--- src/rtl/hazard_ctrl.sv ---
// Pipeline hazard controller: load-use bubbles, dmem wait stalls, branch/jump flushes,
// operand forwarding selects (or RAW stalling when forwarding is disabled) and halt.
module hazard_ctrl #(
    parameter int unsigned REG_AW    = 5,
    parameter int unsigned LU_STALLS = 1,
    parameter int unsigned FWD_EN    = 1,
    parameter int unsigned CNT_W     = 16
) (
    input  logic              clk_i,
    input  logic              rst_i,
    input  logic              ihit_i,
    input  logic              dhit_i,
    input  logic              xmem_memreq_i,
    input  logic              branch_taken_i,
    input  logic              jump_i,
    input  logic              halt_i,
    input  logic [REG_AW-1:0] ifid_rs_i,
    input  logic [REG_AW-1:0] ifid_rt_i,
    input  logic [REG_AW-1:0] idex_rs_i,
    input  logic [REG_AW-1:0] idex_rt_i,
    input  logic [REG_AW-1:0] idex_rd_i,
    input  logic [REG_AW-1:0] xmem_rd_i,
    input  logic [REG_AW-1:0] mwb_rd_i,
    input  logic              idex_memread_i,
    input  logic              idex_regwrite_i,
    input  logic              xmem_regwrite_i,
    input  logic              mwb_regwrite_i,
    output logic              pc_en_o,
    output logic              stall_ifid_o,
    output logic              stall_idex_o,
    output logic              stall_xmem_o,
    output logic              flush_ifid_o,
    output logic              flush_idex_o,
    output logic              flush_xmem_o,
    output logic [1:0]        fwd_a_o,
    output logic [1:0]        fwd_b_o,
    output logic              halted_o,
    output logic [CNT_W-1:0]  stall_cnt_o
);

    typedef enum logic [1:0] {StRun, StLuStall, StHalt} state_e;

    localparam logic [1:0] LuInit = 2'(LU_STALLS - 1);

    state_e             state_q, state_d;
    logic [1:0]         lu_cnt_q, lu_cnt_d;
    logic [CNT_W-1:0]   stall_cnt_q, stall_cnt_d;

    logic lu_hit, raw_hit, dw, hz_stall, halting;

    function automatic logic raw_src(input logic [REG_AW-1:0] src, input logic [REG_AW-1:0] d_rd,
                                     input logic d_we, input logic [REG_AW-1:0] m_rd,
                                     input logic m_we);
        return (src != '0) && ((d_we && d_rd == src) || (m_we && m_rd == src));
    endfunction

    function automatic logic [1:0] fwd_sel(input logic [REG_AW-1:0] src,
                                           input logic [REG_AW-1:0] m_rd, input logic m_we,
                                           input logic [REG_AW-1:0] w_rd, input logic w_we);
        if (m_we && m_rd != '0 && m_rd == src) return 2'b10;
        if (w_we && w_rd != '0 && w_rd == src) return 2'b01;
        return 2'b00;
    endfunction

    assign lu_hit  = idex_memread_i && (idex_rd_i != '0) &&
                     (idex_rd_i == ifid_rs_i || idex_rd_i == ifid_rt_i);
    assign raw_hit = raw_src(ifid_rs_i, idex_rd_i, idex_regwrite_i, xmem_rd_i, xmem_regwrite_i) ||
                     raw_src(ifid_rt_i, idex_rd_i, idex_regwrite_i, xmem_rd_i, xmem_regwrite_i);
    assign dw       = xmem_memreq_i && !dhit_i;
    assign hz_stall = (FWD_EN != 0) ? lu_hit : raw_hit;
    assign halting  = (state_q == StHalt) || halt_i;

    // Control outputs depend on the current inputs so hazards are covered in the same cycle.
    always_comb begin
        pc_en_o      = 1'b1;
        stall_ifid_o = 1'b0;
        stall_idex_o = 1'b0;
        stall_xmem_o = 1'b0;
        flush_ifid_o = 1'b0;
        flush_idex_o = 1'b0;
        flush_xmem_o = 1'b0;
        halted_o     = 1'b0;
        if (rst_i) begin
            pc_en_o      = 1'b0;
            flush_ifid_o = 1'b1;
            flush_idex_o = 1'b1;
        end else if (halting) begin
            pc_en_o      = 1'b0;
            stall_ifid_o = 1'b1;
            stall_idex_o = 1'b1;
            stall_xmem_o = 1'b1;
            halted_o     = 1'b1;
        end else if (dw) begin
            pc_en_o      = 1'b0;
            stall_ifid_o = 1'b1;
            stall_idex_o = 1'b1;
            stall_xmem_o = 1'b1;
        end else if (branch_taken_i) begin
            flush_ifid_o = 1'b1;
            flush_idex_o = 1'b1;
        end else if (state_q == StLuStall || hz_stall) begin
            pc_en_o      = 1'b0;
            stall_ifid_o = 1'b1;
            flush_idex_o = 1'b1;
        end else if (jump_i) begin
            flush_ifid_o = 1'b1;
        end else if (!ihit_i) begin
            pc_en_o      = 1'b0;
            flush_ifid_o = 1'b1;
        end
    end

    always_comb begin
        fwd_a_o = 2'b00;
        fwd_b_o = 2'b00;
        if (FWD_EN != 0 && !rst_i) begin
            fwd_a_o = fwd_sel(idex_rs_i, xmem_rd_i, xmem_regwrite_i, mwb_rd_i, mwb_regwrite_i);
            fwd_b_o = fwd_sel(idex_rt_i, xmem_rd_i, xmem_regwrite_i, mwb_rd_i, mwb_regwrite_i);
        end
    end

    always_comb begin
        state_d  = state_q;
        lu_cnt_d = lu_cnt_q;
        if (halting) begin
            state_d = StHalt;
        end else if (dw) begin
            state_d = state_q;
        end else if (branch_taken_i) begin
            state_d  = StRun;
            lu_cnt_d = 2'd0;
        end else if (state_q == StLuStall) begin
            // The cycle with lu_cnt==1 is the last bubble of this hazard.
            if (lu_cnt_q <= 2'd1) begin
                state_d  = StRun;
                lu_cnt_d = 2'd0;
            end else begin
                lu_cnt_d = lu_cnt_q - 2'd1;
            end
        end else if (FWD_EN != 0 && lu_hit && LU_STALLS > 1) begin
            state_d  = StLuStall;
            lu_cnt_d = LuInit;
        end
    end

    always_comb begin
        stall_cnt_d = stall_cnt_q;
        if (!pc_en_o && state_q != StHalt && stall_cnt_q != '1) begin
            stall_cnt_d = stall_cnt_q + 1'b1;
        end
    end

    always_ff @(posedge clk_i or posedge rst_i) begin
        if (rst_i) begin
            state_q     <= StRun;
            lu_cnt_q    <= 2'd0;
            stall_cnt_q <= '0;
        end else begin
            state_q     <= state_d;
            lu_cnt_q    <= lu_cnt_d;
            stall_cnt_q <= stall_cnt_d;
        end
    end

    assign stall_cnt_o = stall_cnt_q;

endmodule

--- config.mk ---
export PLATFORM = sky130hd
export DESIGN_NAME = hazard_ctrl
export DESIGN_NICKNAME = d
export VERILOG_FILES = /design/src/rtl/hazard_ctrl.sv
export SDC_FILE = /design/constraint.sdc
export NUM_CORES = 1
export LEC_CHECK = 0
export CORE_AREA = 2 2 79 58
export DETAILED_ROUTE_END_ITERATION = 7
export DIE_AREA = 0 0 81 60
export PLACE_DENSITY = 0.83
export SYNTH_ARGS = -nofsm -noshare
export SYNTH_HDL_FRONTEND = slang
export SYNTH_SLANG_ARGS = --single-unit
--- constraint.sdc ---
create_clock -name clk_i -period 2.3 [get_ports clk_i]
set_input_delay 0.46 -clock clk_i [delete_from_list [all_inputs] [get_ports clk_i]]
set_output_delay 0.46 -clock clk_i [all_outputs]
set_load 0.01 [all_outputs]
==> run metrics, run 1 <==
Synth Flop Type dfrtp_1; Tcrit/Tclk final 98.9%; most frequent cells in the layout buf_4, clkdlybuf4s50_1, xnor2_1, xor2_1, dfrtp_1; antenna violations before repair 0; Finished Layout Cells 313; critical-path cell list clkdlybuf4s15_2 -> or4_1 -> o211ai_1 -> or4_4 -> nor4_2 -> buf_2; Final Hold Fails 0; CP max FO 2; Pwr Density 314 mW/mm^2; Final min period 2270 ps; Port Buffer Count 72; syn avg cell area 9.48 sq um; Worst Path Arrival 1810 ps; FF-to-FF Start stall_cnt_o[8]$_DFFE_PP0P_; vias in the first global route 1511; mapped cell area 0.00139 sq mm; startpoint class of the critical path primary input; most common cell after layout, fill and taps aside buf_4; status finished clean; final setup fails 0; Routed Antenna Nets 0; largest net degree at the start of global routing 19; RePlAce Congestion 0.893; Final Slew Violations 0; CTS tree done; Clock Skews 2.49 ps; HP Class in2async; Placement Cell Area 0.00241 sq mm; Reg2Reg Depth 7; placed cell count 303; Layout Nets 307; grt ovf 0; CP top delay family simple AND/OR/NAND/NOR gates; Peak VDD IR 0.216 mV; P_leak 1.15 nW; worst slew pin tran 501 ps; fin area 0.00252 sq mm; Seq/Total Area, Yosys 30.5%; Max Cap Viol 0; Clock power frac 27.3%; CTS H-tree lvls 1; GRT Total Usage 17.3%; drt wl/cell 12.6 microns; Boundary Pins 75; Int Pwr 0.580 mW; DIE HEIGHT 60 microns; P_sw 0.213 mW; post-DR vias/cell 4.72; RSZ-0062 raised after global routing true; Reg clk slew, reported paths 60 ps; Area Overhead vs Synth 81.1%; buffers and inverters on the worst path 2; Net Sw Frac 26.9%; relative slew slack 66.5%; Worst Path Required 1840 ps; Clock Tree Buf Depth 2; highest clock rate 0.440 GHz; combinational power share 33.0%; DRT iter0 DRCs 43; Critical R2R Capture stall_cnt_o[10]$_DFFE_PP0P_; Clock Sinks 17; Synth cell types 35; Initial Utilization 33.6%; DIE WIDTH 81 microns; Rows 20; number of diodes 0; Die ar. 0.00486 sq mm; drt pass-1 iters 4; Net Count, Synth 195; Detail Placement HPWL 3200 microns; reg2reg setup slack 360 ps; Crit Path Category in2out; Core Region 0.00415 sq mm; CTS root buf clkbuf_8; Crit-path slowest cell or4_4; flops & latches, synth 17; Residual DRC 0; Ys Warns 0; Worst path max stage delay 500 ps; Cells after Synth 147; first-pass GRT wire length 6580 microns; Post-synth EDFFs 0; CP endpoint kind primary output; share of cells above drive strength 1 38.0%; total CTS buffers 3; via count 1477; Total Wirelength 3950 microns; Synth async-reset ratio 100%; clk_lat worst skew 250 ps; Reg power frac 39.7%
-- sequential cells by signal (all words and copies together), names as in the netlist --
name / count
stall_cnt_o: 16
state_q: 1
-- cell usage after synthesis (all sizes together) (4+ instances only) --
cell | instances | area, sq um
xnor2 | 25 | 219
xor2 | 20 | 175
dfrtp | 17 | 425
nand3 | 12 | 95.1
nor2 | 12 | 45.0
and3 | 8 | 65.1
nand2 | 7 | 28.8
nor3 | 6 | 30.0
nand4 | 5 | 31.3
o21ai | 5 | 36.3
or4 | 5 | 37.5
buf | 4 | 41.3
inv | 4 | 15.0
nor4 | 4 | 25.0
-- worst max path at each step --
| stage | from | end | slack, ps | cells after the start |
|---|---|---|---|---|
| global route | xmem_rd_i[4] | fwd_a_o[0] | -50 | 7 |
| CTS | idex_rd_i[3] | flush_ifid_o | -20 | 8 |
| finish | mwb_rd_i[3] | fwd_b_o[0] | 30 | 6 |
| global placement | xmem_rd_i[1] | fwd_a_o[0] | -710 | 6 |
| detailed placement | idex_rd_i[1] | flush_ifid_o | -750 | 8 |
| floorplan | rst_i | fwd_a_o[0] | 10 | 5 |
-- kinds of logic after synthesis --
family / after synthesis / synth area share [%]
multiplexers: 1 / 0.808
other: 1 / 0.269
flip-flops: 17 / 30.5
XOR/XNOR: 45 / 28.3
buffers and inverters: 9 / 4.31
AND/OR/NAND/NOR: 63 / 28.2
adder cells (fa/ha/maj): 1 / 0.898
AO/OA/AOI/OAI: 10 / 6.73
-- area by class of cell --
type	count	area, sq um
flip-flops and latches	17	425
inverters	4	18.8
clock buffers	3	41.3
repair buffers	112	970
multi-input cells	121	995
clock inverters	1	5.00
fillers	374	1630
well taps	55	68.8
-- power by group through the flow --
stage | registers (mW) | logic, mW | clock network [mW]
floorplan | 0.321 | 0.0806 | 0
detailed placement | 0.321 | 0.254 | 0
CTS | 0.315 | 0.249 | 0.226
finish | 0.315 | 0.262 | 0.217
global placement | 0.320 | 0.251 | 0
global route | 0.315 | 0.286 | 0.244
-- metal layers --
layer,share of wire [%],GRT usage [%],vias to the layer above
met5,0,0,-
met4,0.68,3.87,0
met3,6.9,4.68,2
met2,50,30.8,52
met1,43,21.0,687
li1,-,-,736
-- repair_timing --
action,CTS,global route
gates resized for setup,93,31
pin swaps,20,22
buffers inserted,3,3
cloned,0,0
hold buffers,0,0
setup endpoints to repair,11,8
-- stage by stage --
step | hold WS [ps] | util (%) | power, mW | setup WS, ps | TNS (ps)
2_1_floorplan | 519 | - | 0.402 | 12.6 | 0
3_3_place_gp | 488 | 58.0 | 0.571 | -707 | -7910
3_5_place_dp | 488 | 58.0 | 0.575 | -751 | -8300
4_1_cts | 399 | 59.1 | 0.791 | -22.2 | -29.2
5_1_grt | 282 | 60.8 | 0.845 | -47.7 | -122
6_report | 266 | 60.8 | 0.793 | 25.7 | 0
-- worst register-to-register path: cells and delay by family, from the launching register on --
family	cells	cell delay (ps)
xor gates and xnor gates	1	170
DFF	1	410
and+or+nand+nor	4	790
buffers and inverters	1	260
AOI/OAI and AO/OA	1	220
Power figures use the tool's default switching activity.
==> inputs of run 2 (changes only) <==
--- a/config.mk
+++ b/config.mk
@@ -5,10 +5,11 @@
 export SDC_FILE = /design/constraint.sdc
 export NUM_CORES = 1
 export LEC_CHECK = 0
-export CORE_AREA = 2 2 79 58
+export CORE_AREA = 2 2 74 62
 export DETAILED_ROUTE_END_ITERATION = 7
-export DIE_AREA = 0 0 81 60
+export DIE_AREA = 0 0 76 64
 export PLACE_DENSITY = 0.83
+export SLEW_MARGIN = 20
 export SYNTH_ARGS = -nofsm -noshare
 export SYNTH_HDL_FRONTEND = slang
 export SYNTH_SLANG_ARGS = --single-unit
==> run 2 against run 1 <==
Effect of this change: the run now ends with setup timing left; die area barely moved; utilization increased by 1.8 points; clock power barely moved; cell count increased by 1.3%; worst setup slack worse by 64 ps; register-to-register slack worse by 130 ps; sequential share of layout area decreased by 0.17 points; flip-flop and latch count stayed put; critical path type unchanged; critical endpoint is now flush_ifid_o; highest routed layer unchanged.
==> run metrics, run 2 (synthesized netlist as in run 1, its figures left out) <==
Critical R2R Capture stall_cnt_o[2]$_DFFE_PP0P_; final worst slack -38.3 ps (-64.0 ps); drt wl/cell 13.8 microns (+9.9%); antenna violations before repair 0 (unchanged); status complete, but fails checks; Worst Path Arrival 1880 ps (+70 ps); max FFs per register 16 (unchanged); CTS tree done; Max Cap Viol 0 (unchanged); final setup fails 2 (+2); Final Hold Fails 0 (unchanged); Core Region 0.00407 sq mm (-2.0%); Residual DRC 0 (unchanged); Layout Nets 309 (+0.65%); reg2reg setup slack 230 ps (-130 ps); CTS H-tree lvls 1 (unchanged); startpoint class of the critical path primary input; buffers and inverters on the worst path 3 (+1); Area Overhead vs Synth 82.9%; placed cell count 306 (+0.99%); FF-to-FF Start stall_cnt_o[8]$_DFFE_PP0P_; Worst path max stage delay 520 ps (+20 ps); Clock Skews 4.13 ps (+1.64 ps); grt ovf 0 (unchanged); global-route track usage on met1 22.4% (+1.4 points); Routed Antenna Nets 0 (unchanged); Rows 21 (+5.0%); global route hottest layer met2; clk_lat worst skew 250 ps (about the same); most frequent cells in the layout buf_4, clkdlybuf4s50_1, xnor2_1, xor2_1, dfrtp_1; HP Class in2async; most common cell after layout, fill and taps aside buf_4; failing checks setup timing; CP top delay family simple AND/OR/NAND/NOR gates; Total Wirelength 4390 microns (+11%); Finished Layout Cells 317 (+1.3%); most frequent CP cell nor2_2; Final Slew Violations 0 (unchanged); Boundary Pins 75 (unchanged); via count 1500 (+1.6%); Reg clk slew, reported paths 70 ps (about the same); RSZ-0062 raised after global routing true; critical-path cell list buf_6 -> or4_4 -> o21ai_2 -> or2_4 -> nor2_2 -> nor2_2 -> buf_4 -> a21o_1 -> buf_2; Peak VDD IR 0.165 mV (-24%); DIE HEIGHT 64 microns (+6.7%); Clock Sinks 17 (unchanged); largest net degree at the start of global routing 19 (unchanged); first-pass GRT wire length 7160 microns (+8.8%); drt pass-1 iters 4 (unchanged); CTS root buf clkbuf_8; Tcrit/Tclk final 102% (+2.8 points); total CTS buffers 3 (unchanged); Pwr Density 314 mW/mm^2 (about the same); Placement Cell Area 0.00242 sq mm (+0.42%); DIE WIDTH 76 microns (-6.2%); post-route total power 0.801 mW (+1.0%); fin area 0.00255 sq mm (+0.99%); Reg2Reg Depth 7 (unchanged); vias in the first global route 1571 (+4.0%); Detail Placement HPWL 3420 microns (+6.9%); Clock Tree Buf Depth 2 (unchanged); Crit-path slowest cell or4_4; Crit Path Category in2out; routing usage on met3 5.37% (+0.68 points); P_leak 1.13 nW (-1.2%); number of diodes 0 (unchanged); highest clock rate 0.428 GHz (-2.7%); post-DR vias/cell 4.73 (+0.28%); Final min period 2340 ps (+64.0 ps); Worst Path Required 1840 ps (about the same); CP max FO 2 (unchanged); Fillers 344 (-8.0%); Port Buffer Count 72 (unchanged); DRT iter0 DRCs 69 (+60%); CP endpoint kind primary output; Initial Utilization 34.2% (+0.67 points); GRT Total Usage 18.3% (+1.0 points); share of cells above drive strength 1 41.5% (+3.6 points); Die ar. 0.00486 sq mm (about the same); RePlAce Congestion 0.993 (+11%); met2 Resource Use GR 33.0% (+2.2 points)
[run 2: how the worst max path moves through the flow]
stage,startpoint,to,cells past startpoint
4_1_cts,idex_rd_i[4],flush_ifid_o,9
5_1_grt,idex_rd_i[2],flush_ifid_o,9
3_5_place_dp,idex_rd_i[1],flush_ifid_o,8
3_3_place_gp,idex_rd_i[1],flush_ifid_o,8
2_1_floorplan,rst_i,fwd_a_o[0],5
6_report,idex_rd_i[2],flush_ifid_o,9
[run 2: per-stage QoR]
stage	hold slack [ps]	utilization [%]	setup slack (ps)	TNS [ps]
floorplan	519	-	12.6	0
global placement	478	59.4	-715	-7740
detailed placement	491	59.4	-796	-8420
CTS	419	61.0	-117	-134
global route	447	62.6	-94.8	-171
finish	417	62.6	-38.3	-51.7
[run 2: metal layers]
metal  share of wire [%]  routed length (microns)  vias to the layer above
li1                    -                        -                      730
met5                   0                        0                        -
met1                  42                     1860                      698
met2                  49                     2150                       67
met3                 7.8                      343                        5
met4                0.89                       39                        0
[run 2: area by class of cell]
type | instances | area [sq um] | area share [%]
clock buffer | 3 | 41.3 | 1.62
multi-input combinational | 121 | 1020 | 40.2
sequential | 17 | 425 | 16.7
timing repair buffer | 114 | 962 | 37.8
clock inverter | 1 | 5.00 | 0.196
inverter | 4 | 18.8 | 0.736
tap | 57 | 71.3 | 2.80
[run 2: repair_timing]
item                       in CTS  in global routing
setup endpoints to repair      12                  9
pin swaps                      24                 18
hold buffers                    0                  0
gates resized for setup        99                 35
setup buffers                   5                  3
[run 2: worst register-to-register path: cells and delay by family, from the launching register on]
kind	cells	cell delay [ps]
DFF	1	410
xor gates and xnor gates	1	130
AOI/OAI and AO/OA	1	460
buffers and inverters	1	240
and+or+nand+nor	4	710
[run 2: power by group]
group          switching (mW)  total [mW]  internal [mW]
Combinational           0.114       0.266          0.152
Sequential            0.00942       0.315          0.305
Clock                   0.100       0.220          0.120
==> inputs of run 3 (changes only) <==
--- a/config.mk
+++ b/config.mk
@@ -9,6 +9,7 @@
 export DETAILED_ROUTE_END_ITERATION = 7
 export DIE_AREA = 0 0 76 64
 export PLACE_DENSITY = 0.83
+export SKIP_LAST_GASP = 1
 export SLEW_MARGIN = 20
 export SYNTH_ARGS = -nofsm -noshare
 export SYNTH_HDL_FRONTEND = slang
==> run 3 against run 2 <==
Effect of this change: the flow still finishes with violations (setup timing); hold slack worse by 1.3 ps; register-to-register slack hardly changed; sequential power barely moved; final area did not move; global-route usage is essentially flat; largest cell class unchanged; largest power group unchanged.
==> run metrics, run 3 (synthesized netlist as in run 1, its figures left out) <==
status complete, but fails checks; failing checks setup timing; total CTS buffers 3 (unchanged); P_leak 1.17 nW (+2.7%); CP endpoint kind primary output; vias in the first global route 1574 (+0.19%); final worst slack -34.0 ps (+4.30 ps); grt ovf 0 (unchanged); Peak VDD IR 0.167 mV (+1.4%); Rows 21 (unchanged); CTS H-tree lvls 1 (unchanged); Initial Utilization 34.2% (unchanged); setup TNS -46.9 ps (+4.87 ps); Final Hold Fails 0 (unchanged); Routed Antenna Nets 0 (unchanged); drt wl/cell 13.8 microns (-0.52%); Reg2Reg Depth 7 (unchanged); via count 1501 (+0.067%); final setup fails 2 (unchanged); most common cell after layout, fill and taps aside buf_4; startpoint class of the critical path primary input; drt pass-1 iters 4 (unchanged); Clock Sinks 17 (unchanged); Total Wirelength 4370 microns (-0.52%); CP max FO 2 (unchanged); Hold-fix buffers, CTS 0 (unchanged); Core Region 0.00407 sq mm (unchanged); RSZ-0062 raised after global routing true; antenna violations before repair 0 (unchanged); Max Cap Viol 0 (unchanged); post-DR vias/cell 4.74 (about the same); Final min period 2330 ps (-4.30 ps); clk_lat worst skew 250 ps (about the same); Clock Skews 6.89 ps (+2.76 ps); Pwr Density 314 mW/mm^2 (-0.11%); Layout Nets 309 (unchanged); Residual DRC 0 (unchanged); Reg clk slew, reported paths 70 ps (about the same); reg2reg setup slack 230 ps (about the same); CTS tree done; highest clock rate 0.428 GHz (+0.18%); HP Class in2async; Tcrit/Tclk final 101% (-0.19 points); Boundary Pins 75 (unchanged); Port Buffer Count 72 (unchanged); largest net degree at the start of global routing 19 (unchanged); Area Overhead vs Synth 82.9% (unchanged); Die ar. 0.00486 sq mm (unchanged); number of diodes 0 (unchanged); Clock Tree Buf Depth 2 (unchanged); WHS 416 ps (-1.34 ps); max FFs per register 16 (unchanged); CTS root buf clkbuf_8; Final Slew Violations 0 (unchanged); Worst Path Required 1840 ps (about the same); DIE WIDTH 76 microns (unchanged); first-pass GRT wire length 7150 microns (about the same); Critical R2R Capture stall_cnt_o[2]$_DFFE_PP0P_; GRT Total Usage 18.3% (-0.030 points); Worst Path Arrival 1870 ps (about the same); Crit Path Category in2out; Detail Placement HPWL 3420 microns (unchanged); share of cells above drive strength 1 41.2% (-0.38 points); most frequent cells in the layout buf_4, clkdlybuf4s50_1, xnor2_1, xor2_1, dfrtp_1; DIE HEIGHT 64 microns (unchanged); DRT iter0 DRCs 71 (+2.9%); FF-to-FF Start stall_cnt_o[8]$_DFFE_PP0P_; RePlAce Congestion 0.993 (unchanged)
-- run 3: per-layer routing --
layer / wire length, microns / vias to the layer above / global-route usage [%]
met1: 1860 / 690 / 22.5
met2: 2130 / 74 / 32.9
met4: 38 / 0 / 2.27
met5: 0 / - / 0
li1: - / 732 / -
met3: 338 / 5 / 5.08
-- run 3: through the flow --
stage | setup slack [ps] | total power, mW | utilization (%) | instances | area [sq um]
floorplan | 12.6 | 0.402 | - | 147 | 1410
global placement | -715 | 0.571 | 59.4 | 306 | 2420
detailed placement | -796 | 0.576 | 59.4 | 306 | 2420
CTS | -117 | 0.796 | 61.1 | 315 | 2490
global route | -94.9 | 0.844 | 62.6 | 317 | 2550
finish | -34.0 | 0.800 | 62.6 | 317 | 2550
-- run 3: worst max-delay path: stages --
cell     delay (ps)
buf_6            90
or4_4           520
o21ai_2         150
or2_4           150
nor2_2           40
nor2_2          100
buf_4           120
a21o_1          120
buf_2           130
-- run 3: how the worst max path moves through the flow --
stage | depth (start not counted) | from | endpoint | slack (ps)
detailed placement | 8 | idex_rd_i[1] | flush_ifid_o | -800
global route | 9 | idex_rd_i[2] | flush_ifid_o | -90
CTS | 9 | idex_rd_i[4] | flush_ifid_o | -120
floorplan | 5 | rst_i | fwd_a_o[0] | 10
finish | 9 | idex_rd_i[2] | flush_ifid_o | -30
global placement | 8 | idex_rd_i[1] | flush_ifid_o | -720
-- run 3: timing repair --
item / CTS / global route
resized for setup: 96 / 35
endpoints found under the setup margin: 12 / 10
pin swaps: 23 / 21
buffers inserted: 5 / 2
endpoints found under the hold margin: 0 / 0
-- run 3: final cells by class --
type | count | area, sq um
inverters | 4 | 18.8
multi-input cells | 121 | 1020
flip-flops and latches | 17 | 425
clock inverters | 1 | 5.00
clock buffers | 3 | 41.3
well taps | 57 | 71.3
repair buffers | 114 | 970
fillers | 340 | 1520
-- run 3: power breakdown --
| part | switching [mW] | internal (mW) | leakage [nW] |
|---|---|---|---|
| Clock | 0.101 | 0.120 | 0.0255 |
| Combinational | 0.113 | 0.151 | 0.911 |
| Sequential | 0.00940 | 0.305 | 0.229 |
